==> src/rtl/elevator_pkg.sv <==
// Shared types and default constants for the elevator car load supervision path.
package elevator_pkg;

  typedef enum logic [2:0] {
    ST_INIT,
    ST_OK,
    ST_OVER_CHK,
    ST_OVER,
    ST_CLR_CHK,
    ST_FAULT
  } load_state_t;

  localparam int DEFAULT_LIMIT_KG    = 600;
  localparam int DEFAULT_HYST_KG     = 40;
  localparam int DEFAULT_TIMEOUT_CYC = 1000;

  typedef struct packed {
    logic weight_limit_exceeded;
    logic door_hold;
    logic buzzer;
    logic sensor_fault;
  } load_out_t;

  localparam load_out_t INIT_OUT = '{weight_limit_exceeded: 1'b0, door_hold: 1'b1,
                                     buzzer: 1'b0, sensor_fault: 1'b0};

  function automatic load_out_t outputs_for(input load_state_t s);
    load_out_t o;
    o = '0;
    case (s)
      ST_INIT, ST_OVER_CHK: o.door_hold = 1'b1;
      ST_OVER, ST_CLR_CHK: begin
        o.weight_limit_exceeded = 1'b1;
        o.door_hold             = 1'b1;
        o.buzzer                = 1'b1;
      end
      ST_FAULT: begin
        o.weight_limit_exceeded = 1'b1;
        o.door_hold             = 1'b1;
        o.sensor_fault          = 1'b1;
      end
      default: o = '0;
    endcase
    return o;
  endfunction

endpackage

==> src/rtl/sample_watchdog.sv <==
// Saturating count of cycles since the last kick; expired flags the cycle whose
// edge brings the count to TIMEOUT_CYC (and every idle cycle after that).
module sample_watchdog
  import elevator_pkg::*;
#(
  parameter int TIMEOUT_CYC = DEFAULT_TIMEOUT_CYC
) (
  input  logic clk,
  input  logic rst_n,
  input  logic kick,
  output logic expired
);

  localparam int CW = $clog2(TIMEOUT_CYC + 1);
  localparam logic [CW-1:0] SAT = CW'(TIMEOUT_CYC);

  logic [CW-1:0] count_reg;

  always_ff @(posedge clk or negedge rst_n) begin
    if (!rst_n) begin
      count_reg <= '0;
    end else if (kick) begin
      count_reg <= '0;
    end else if (count_reg != SAT) begin
      count_reg <= count_reg + 1'b1;
    end
  end

  // A kick in the same cycle always wins over the timeout.
  assign expired = !kick && (count_reg >= SAT - 1'b1);

endmodule

==> src/rtl/load_supervisor.sv <==
// Car overload supervisor: confirms over/clear load with hysteresis, handles
// sensor watchdog faults and issues one departure grant per request.
module load_supervisor
  import elevator_pkg::*;
#(
  parameter int LOAD_W      = 10,
  parameter int LIMIT_KG    = DEFAULT_LIMIT_KG,
  parameter int HYST_KG     = DEFAULT_HYST_KG,
  parameter int CONFIRM_N   = 3,
  parameter int TIMEOUT_CYC = DEFAULT_TIMEOUT_CYC
) (
  input  logic              flip,
  input  logic              flip_reset,
  input  logic [LOAD_W-1:0] load_kg,
  input  logic              load_valid,
  input  logic              door_closed,
  input  logic              depart_req,
  output logic              depart_grant,
  output logic              weight_limit_exceeded,
  output logic              door_hold,
  output logic              buzzer,
  output logic              sensor_fault
);

  localparam int CNT_W = $clog2(CONFIRM_N + 1);
  localparam logic [LOAD_W-1:0] OVER_TH  = LOAD_W'(LIMIT_KG);
  localparam logic [LOAD_W-1:0] CLEAR_TH = LOAD_W'(LIMIT_KG - HYST_KG);
  localparam logic [CNT_W:0]    CONF     = (CNT_W + 1)'(CONFIRM_N);
  localparam logic [CNT_W-1:0]  CNT_ONE  = CNT_W'(1);

  load_state_t      state_reg, state_next;
  logic [CNT_W-1:0] cnt_reg, cnt_next;
  logic [CNT_W:0]   cnt_plus;
  logic             confirm_done;
  logic             armed_reg, armed_next;
  logic             grant_reg, grant_next;
  load_out_t        out_reg, out_next;
  logic             over_sample, clear_sample, expired;

  assign over_sample  = load_valid && (load_kg > OVER_TH);
  assign clear_sample = load_valid && (load_kg <= CLEAR_TH);
  assign cnt_plus     = {1'b0, cnt_reg} + {{CNT_W{1'b0}}, 1'b1};
  assign confirm_done = (cnt_plus >= CONF);

  sample_watchdog #(.TIMEOUT_CYC(TIMEOUT_CYC)) u_watchdog (
    .clk    (flip),
    .rst_n  (flip_reset),
    .kick   (load_valid),
    .expired(expired)
  );

  always_comb begin
    state_next = state_reg;
    cnt_next   = cnt_reg;
    if (load_valid) begin
      case (state_reg)
        ST_INIT, ST_OK: begin
          cnt_next = '0;
          if (over_sample) begin
            state_next = (CONFIRM_N == 1) ? ST_OVER : ST_OVER_CHK;
            cnt_next   = (CONFIRM_N == 1) ? '0 : CNT_ONE;
          end else begin
            state_next = ST_OK;
          end
        end
        ST_OVER_CHK: begin
          if (!over_sample) begin
            state_next = ST_OK;
            cnt_next   = '0;
          end else if (confirm_done) begin
            state_next = ST_OVER;
            cnt_next   = '0;
          end else begin
            cnt_next = cnt_plus[CNT_W-1:0];
          end
        end
        ST_OVER: begin
          if (clear_sample) begin
            state_next = (CONFIRM_N == 1) ? ST_OK : ST_CLR_CHK;
            cnt_next   = (CONFIRM_N == 1) ? '0 : CNT_ONE;
          end
        end
        ST_CLR_CHK: begin
          if (!clear_sample) begin
            state_next = ST_OVER;
            cnt_next   = '0;
          end else if (confirm_done) begin
            state_next = ST_OK;
            cnt_next   = '0;
          end else begin
            cnt_next = cnt_plus[CNT_W-1:0];
          end
        end
        ST_FAULT: begin
          // Load is unknown after a fault; it must prove itself clear again.
          state_next = ST_OVER;
          cnt_next   = '0;
        end
        default: begin
          state_next = ST_INIT;
          cnt_next   = '0;
        end
      endcase
    end else if (expired) begin
      state_next = ST_FAULT;
      cnt_next   = '0;
    end
  end

  always_comb begin
    grant_next = (state_reg == ST_OK) && !over_sample && door_closed
                 && depart_req && armed_reg;
    armed_next = armed_reg;
    if (!depart_req) begin
      armed_next = 1'b1;
    end else if (grant_next) begin
      armed_next = 1'b0;
    end
    out_next = outputs_for(state_next);
  end

  always_ff @(posedge flip or negedge flip_reset) begin
    if (!flip_reset) begin
      state_reg <= ST_INIT;
      cnt_reg   <= '0;
      armed_reg <= 1'b0;
      grant_reg <= 1'b0;
      out_reg   <= INIT_OUT;
    end else begin
      state_reg <= state_next;
      cnt_reg   <= cnt_next;
      armed_reg <= armed_next;
      grant_reg <= grant_next;
      out_reg   <= out_next;
    end
  end

  assign depart_grant          = grant_reg;
  assign weight_limit_exceeded = out_reg.weight_limit_exceeded;
  assign door_hold             = out_reg.door_hold;
  assign buzzer                = out_reg.buzzer;
  assign sensor_fault          = out_reg.sensor_fault;

endmodule

==> config.mk <==
export PLATFORM = sky130hd
export DESIGN_NAME = load_supervisor
export DESIGN_NICKNAME = d
export VERILOG_FILES = /design/src/rtl/elevator_pkg.sv /design/src/rtl/sample_watchdog.sv /design/src/rtl/load_supervisor.sv
export SDC_FILE = /design/constraint.sdc
export NUM_CORES = 1
export LEC_CHECK = 0
export CORE_MARGIN = 4
export CORE_UTILIZATION = 50
export CTS_BUF_LIST = sky130_fd_sc_hd__clkbuf_4 sky130_fd_sc_hd__clkbuf_8 sky130_fd_sc_hd__clkbuf_16
export DETAILED_ROUTE_END_ITERATION = 6
export MAX_ROUTING_LAYER = met4
export PLACE_DENSITY = 0.83
export REMOVE_ABC_BUFFERS = 1
export SLEW_MARGIN = 10
export SYNTH_ARGS = -nofsm -noshare
export SYNTH_HDL_FRONTEND = slang
export SYNTH_SLANG_ARGS = --single-unit
==> constraint.sdc <==
create_clock -name flip -period 3.35 [get_ports flip]
set_input_delay 0.335 -clock flip [delete_from_list [all_inputs] [get_ports flip]]
set_output_delay 0.335 -clock flip [all_outputs]
set_load 0.02 [all_outputs]
### Yosys cells after proc, flatten, opt, wreduce, memory -nomap -nowiden

Cells that the tools add are included.

* bits in registers: 21
* input bits: 15
* output and inout port bits: 5
* logic and storage cells: 70

* $add $sub $neg: 2
* order comparisons: 4
* eq/ne operators: 12
* multiplexer cells: 25
* reduce and logical (&&, ||, !) cells: 18

Operators with widths (number)
* 3-bit two-way mux: 7
* 10-bit two-way mux: 2
* 3-bit case mux with 5 select lines: 1
* 2-bit two-way mux: 7
* 3-bit by 2-bit == test with 1-bit output (second input constant): 4
* 3-bit == test (second input constant): 4
* 10-bit by 1-bit adder with 10-bit output (second input constant): 1
* 10-bit >= comparator (second input constant): 1
* 10-bit > comparator (second input constant): 1
* 10-bit less-or-equal comparator (second input constant): 1
* 10-bit != test (second input constant): 1
* 2-bit case mux with 4 select lines: 1
* 1-bit logical AND: 7
* 1-bit two-way mux: 7
* 3-bit logical NOT: 2
* 5-bit OR reduction: 1
* 2-bit nonzero test: 2
* 2-bit OR reduction: 2
* 2-bit by 1-bit adder with 3-bit output (second input constant): 1
* 3-bit by 1-bit == test with 1-bit output (second input constant): 1
* 3-bit by 2-bit >= comparator with 1-bit output (second input constant): 1
* 3-bit != test (second input constant): 1
* 3-bit OR reduction: 1
* 1-bit logical NOT: 2
* 2 further kinds: 2

### Depth between registers and ports, before layout

* word-level depth: 9
* mapped depth: 7
* gate-level depth less buffers: 7

### Modules after synthesis

Synthesis repeated with hierarchy kept, for this count alone.

* cells, all modules: 127
* area total of the unflattened synthesis: 1267.5 sq um

By module, submodules not included
* load_supervisor: times used 1, cells an instance 72, area an instance 713.2 sq um, sequential area each 276.5 sq um
* sample_watchdog: times used 1, cells an instance 55, area an instance 554.3 sq um, sequential area each 250.2 sq um

### Worst setup path after synthesis

No wires, ideal clock.

* path type: reg2reg
* from: register u_watchdog.count_reg[0]
* to: register out_reg (netlist bit buzzer)
* setup time: 0.083 ns
* arrival time: 1.689 ns
* required time: 3.267 ns
* path slack: 1.578 ns
* cell stages (with the launch flop): 7
* buffers on the path: 0
* clock period less this slack: 1.772 ns
* cells stage by stage: dfrtp_1 ha_1 a211o_1 a31oi_1 a21boi_2 nand3b_1 o21ai_0

RTL lines
* start: declaration: RTL line sample_watchdog.sv:17 `logic [CW-1:0] count_reg;`
* start signal: assignment: RTL line sample_watchdog.sv:25 `count_reg <= count_reg + 1'b1;`
* end signal: assignment: RTL line load_supervisor.sv:134 `out_reg <= out_next;`
* end: declaration: RTL line load_supervisor.sv:37 `load_out_t out_reg, out_next;`

==> results.json <==
{
  "cp.required_ns": 3.59,
  "root_buffer": "clkbuf_4",
  "worstRegToRegCells": 7,
  "remaining_drc_errors": 0,
  "grt_pass1_vias": 1034,
  "worst_setup_path_start_kind": "primary input",
  "min_period_ns": 2.094,
  "routed_via_density": 5.840,
  "post_cts_buffers": 0,
  "async_flop_share": 1.000,
  "fmax_mhz": 477.5,
  "finalPower_w": 0.0008079,
  "final-hold-violation-count": 0,
  "drive_gt1_frac": 0.1293,
  "clkLatencyLatePin_ns": 0.31,
  "synthDistinctLibCells": 47,
  "cts_buffer_depth": 2,
  "postCtsHoldBufs": 0,
  "syn-instance-count": 128,
  "irDropWorstVdd_v": 0.0003999,
  "final_cell_mix": "dfrtp_1 (20), clkdlybuf4s50_1 (19), nor2_1 (18)",
  "fin_nets": 165,
  "final.setup.tns_ns": 0,
  "r2r_slack_ns": 1.30,
  "leakage_nw": 0.6389,
  "ios": 20,
  "p_per_area_nw_per_um2": 547.7,
  "synth_area_sq_um": 1262,
  "grt_first_pass_wirelength_um": 4367,
  "maxSlewViolCount": 0,
  "grt_overflow": 0,
  "drt_iter0_markers": 12,
  "relSlewSlack": 0.3863,
  "tightest_slew_ns": 0.9177,
  "final_common_cell": "dfrtp_1",
  "hold_class": "flip-flop to flip-flop",
  "clock_sinks": 21,
  "dr.pass1.iters": 4,
  "rsz0062_at_grt": "no",
  "worstPathArrival_ns": 2.33,
  "period_share": 0.6251,
  "cts_buffers": 3,
  "core_area_sq_um": 2297,
  "antenna_found_initial": 0,
  "critPathMaxFanout": 22,
  "via_count": 1022,
  "setup_viol": 0,
  "crit_type": "primary input to flip-flop",
  "hold-path-endpoint": "armed_reg",
  "synth_flop_cell": "dfrtp_1",
  "synth_enable_flop_cells": 0,
  "wl_um": 2633,
  "post_drt_wl_per_cell_um": 15.05,
  "antenna_cells": 0,
  "hpwl_um": 2071,
  "cts_tree": "done",
  "endpoint_kind": "flip-flop",
  "die_y_um": 58.25,
  "seq_area_frac_synth": 0.4172,
  "die_x_um": 58.25,
  "gp_congestion": 0.8778,
  "areaGrowthSynthToFinish_pct": 16.85,
  "dieArea_sq_um": 3393,
  "ys_warn_count": 0,
  "r2r-end": "door_hold",
  "syn_area_per_cell_sq_um": 9.863,
  "rows": 17,
  "hold_start": "armed_reg",
  "cap_violations": 0,
  "grt_max_degree": 23,
  "ys_ff_latch": 21,
  "port_buffers": 19,
  "skew_ns": 0.003087,
  "start_util": 0.5496,
  "grtUsageTotal": 0.1746,
  "worstHoldPathCells": 2,
  "fillers": 197,
  "largest_reg_flops": 10,
  "htree_num_levels": 1,
  "status": "finished, final reports clean",
  "ant_nets": 0,
  "ctsResizeCount": 0,
  "path_clk_slew_ns": 0.11,
  "r2r-start": "u_watchdog.count_reg[0]"
}
## Yosys cell counts (2+ instances only)
cell type	instances	area share
o21ai_0	4	0.016
a31oi_1	2	0.0099
nor3_1	2	0.0079
and3_1	6	0.030
nand4_1	3	0.015
inv_1	7	0.021
xor2_1	3	0.021
nand2_1	10	0.030
clkbuf_8	2	0.022
ha_1	2	0.020
mux2_2	2	0.018
o21ai_1	2	0.0079
nor2_1	18	0.054
a211o_1	2	0.014
xnor2_1	4	0.028
a21oi_1	5	0.020
dfrtp_1	20	0.40
nand3_1	5	0.020
## critical path, cell delays in order
cell and delay (ns):
clkdlybuf4s50_1 0.83, nor3_1 0.35, a221oi_1 0.09, a221oi_2 0.44, nor2_1 0.10, a21oi_1 0.18
## cell type report
type	count	area, sq um	area share
well taps	28	35.03	0.02375
clock buffers	4	30.03	0.02036
inverters	7	26.28	0.01781
repair buffers	19	190.2	0.1289
flip-flops and latches	21	526.8	0.3571
multi-input cells	96	666.9	0.4521
## worst max-delay path by stage
stage	startpoint	depth (start not counted)	endpoint
detailed placement	load_valid	6	door_hold
global route	load_valid	6	door_hold
finish	load_valid	6	door_hold
global placement	load_valid	6	door_hold
CTS	load_valid	6	door_hold
floorplan	u_watchdog.count_reg[0]	6	buzzer
## where the power goes
part | total, W | switching (W) | internal [W] | leakage [nW]
clock | 0.000131 | 0.0000766 | 0.0000546 | 0.0184
sequential | 0.000348 | 0.0000481 | 0.000300 | 0.271
combinational | 0.000328 | 0.000176 | 0.000152 | 0.350
## per-stage QoR
stage                     setup slack [ns]  cells  hold WS, ns    util  area [sq um]
after floorplan                      1.578    124      0.03941       -          1220
after global placement               1.059    171       0.4587  0.6291          1445
after detailed placement            0.9139    171       0.4903  0.6291          1445
after CTS                            1.237    175       0.5161  0.6422          1475
after global routing                 1.070    175       0.5417  0.6422          1475
final                                1.256    175       0.5036  0.6422          1475
## logic make-up after synthesis
kind of cell	Yosys count	synth area share
adder cells (fa/ha/maj)	2	0.01982
multiplexers	3	0.02577
AO/OA/AOI/OAI	29	0.1962
buffers and inverters	11	0.05451
XOR/XNOR	7	0.04856
flip-flops	21	0.4172
AND/OR/NAND/NOR	55	0.2379
## per-layer routing
metal | vias to the layer above | global-route usage | wire length, um
met3 | 5 | 0.008909 | 99
met4 | 0 | 0.08940 | 61
met1 | 493 | 0.1931 | 1116
li1 | 502 | - | -
met2 | 22 | 0.3145 | 1355
met5 | - | - | 0
No activity file was read; power rests on OpenSTA's default activity.
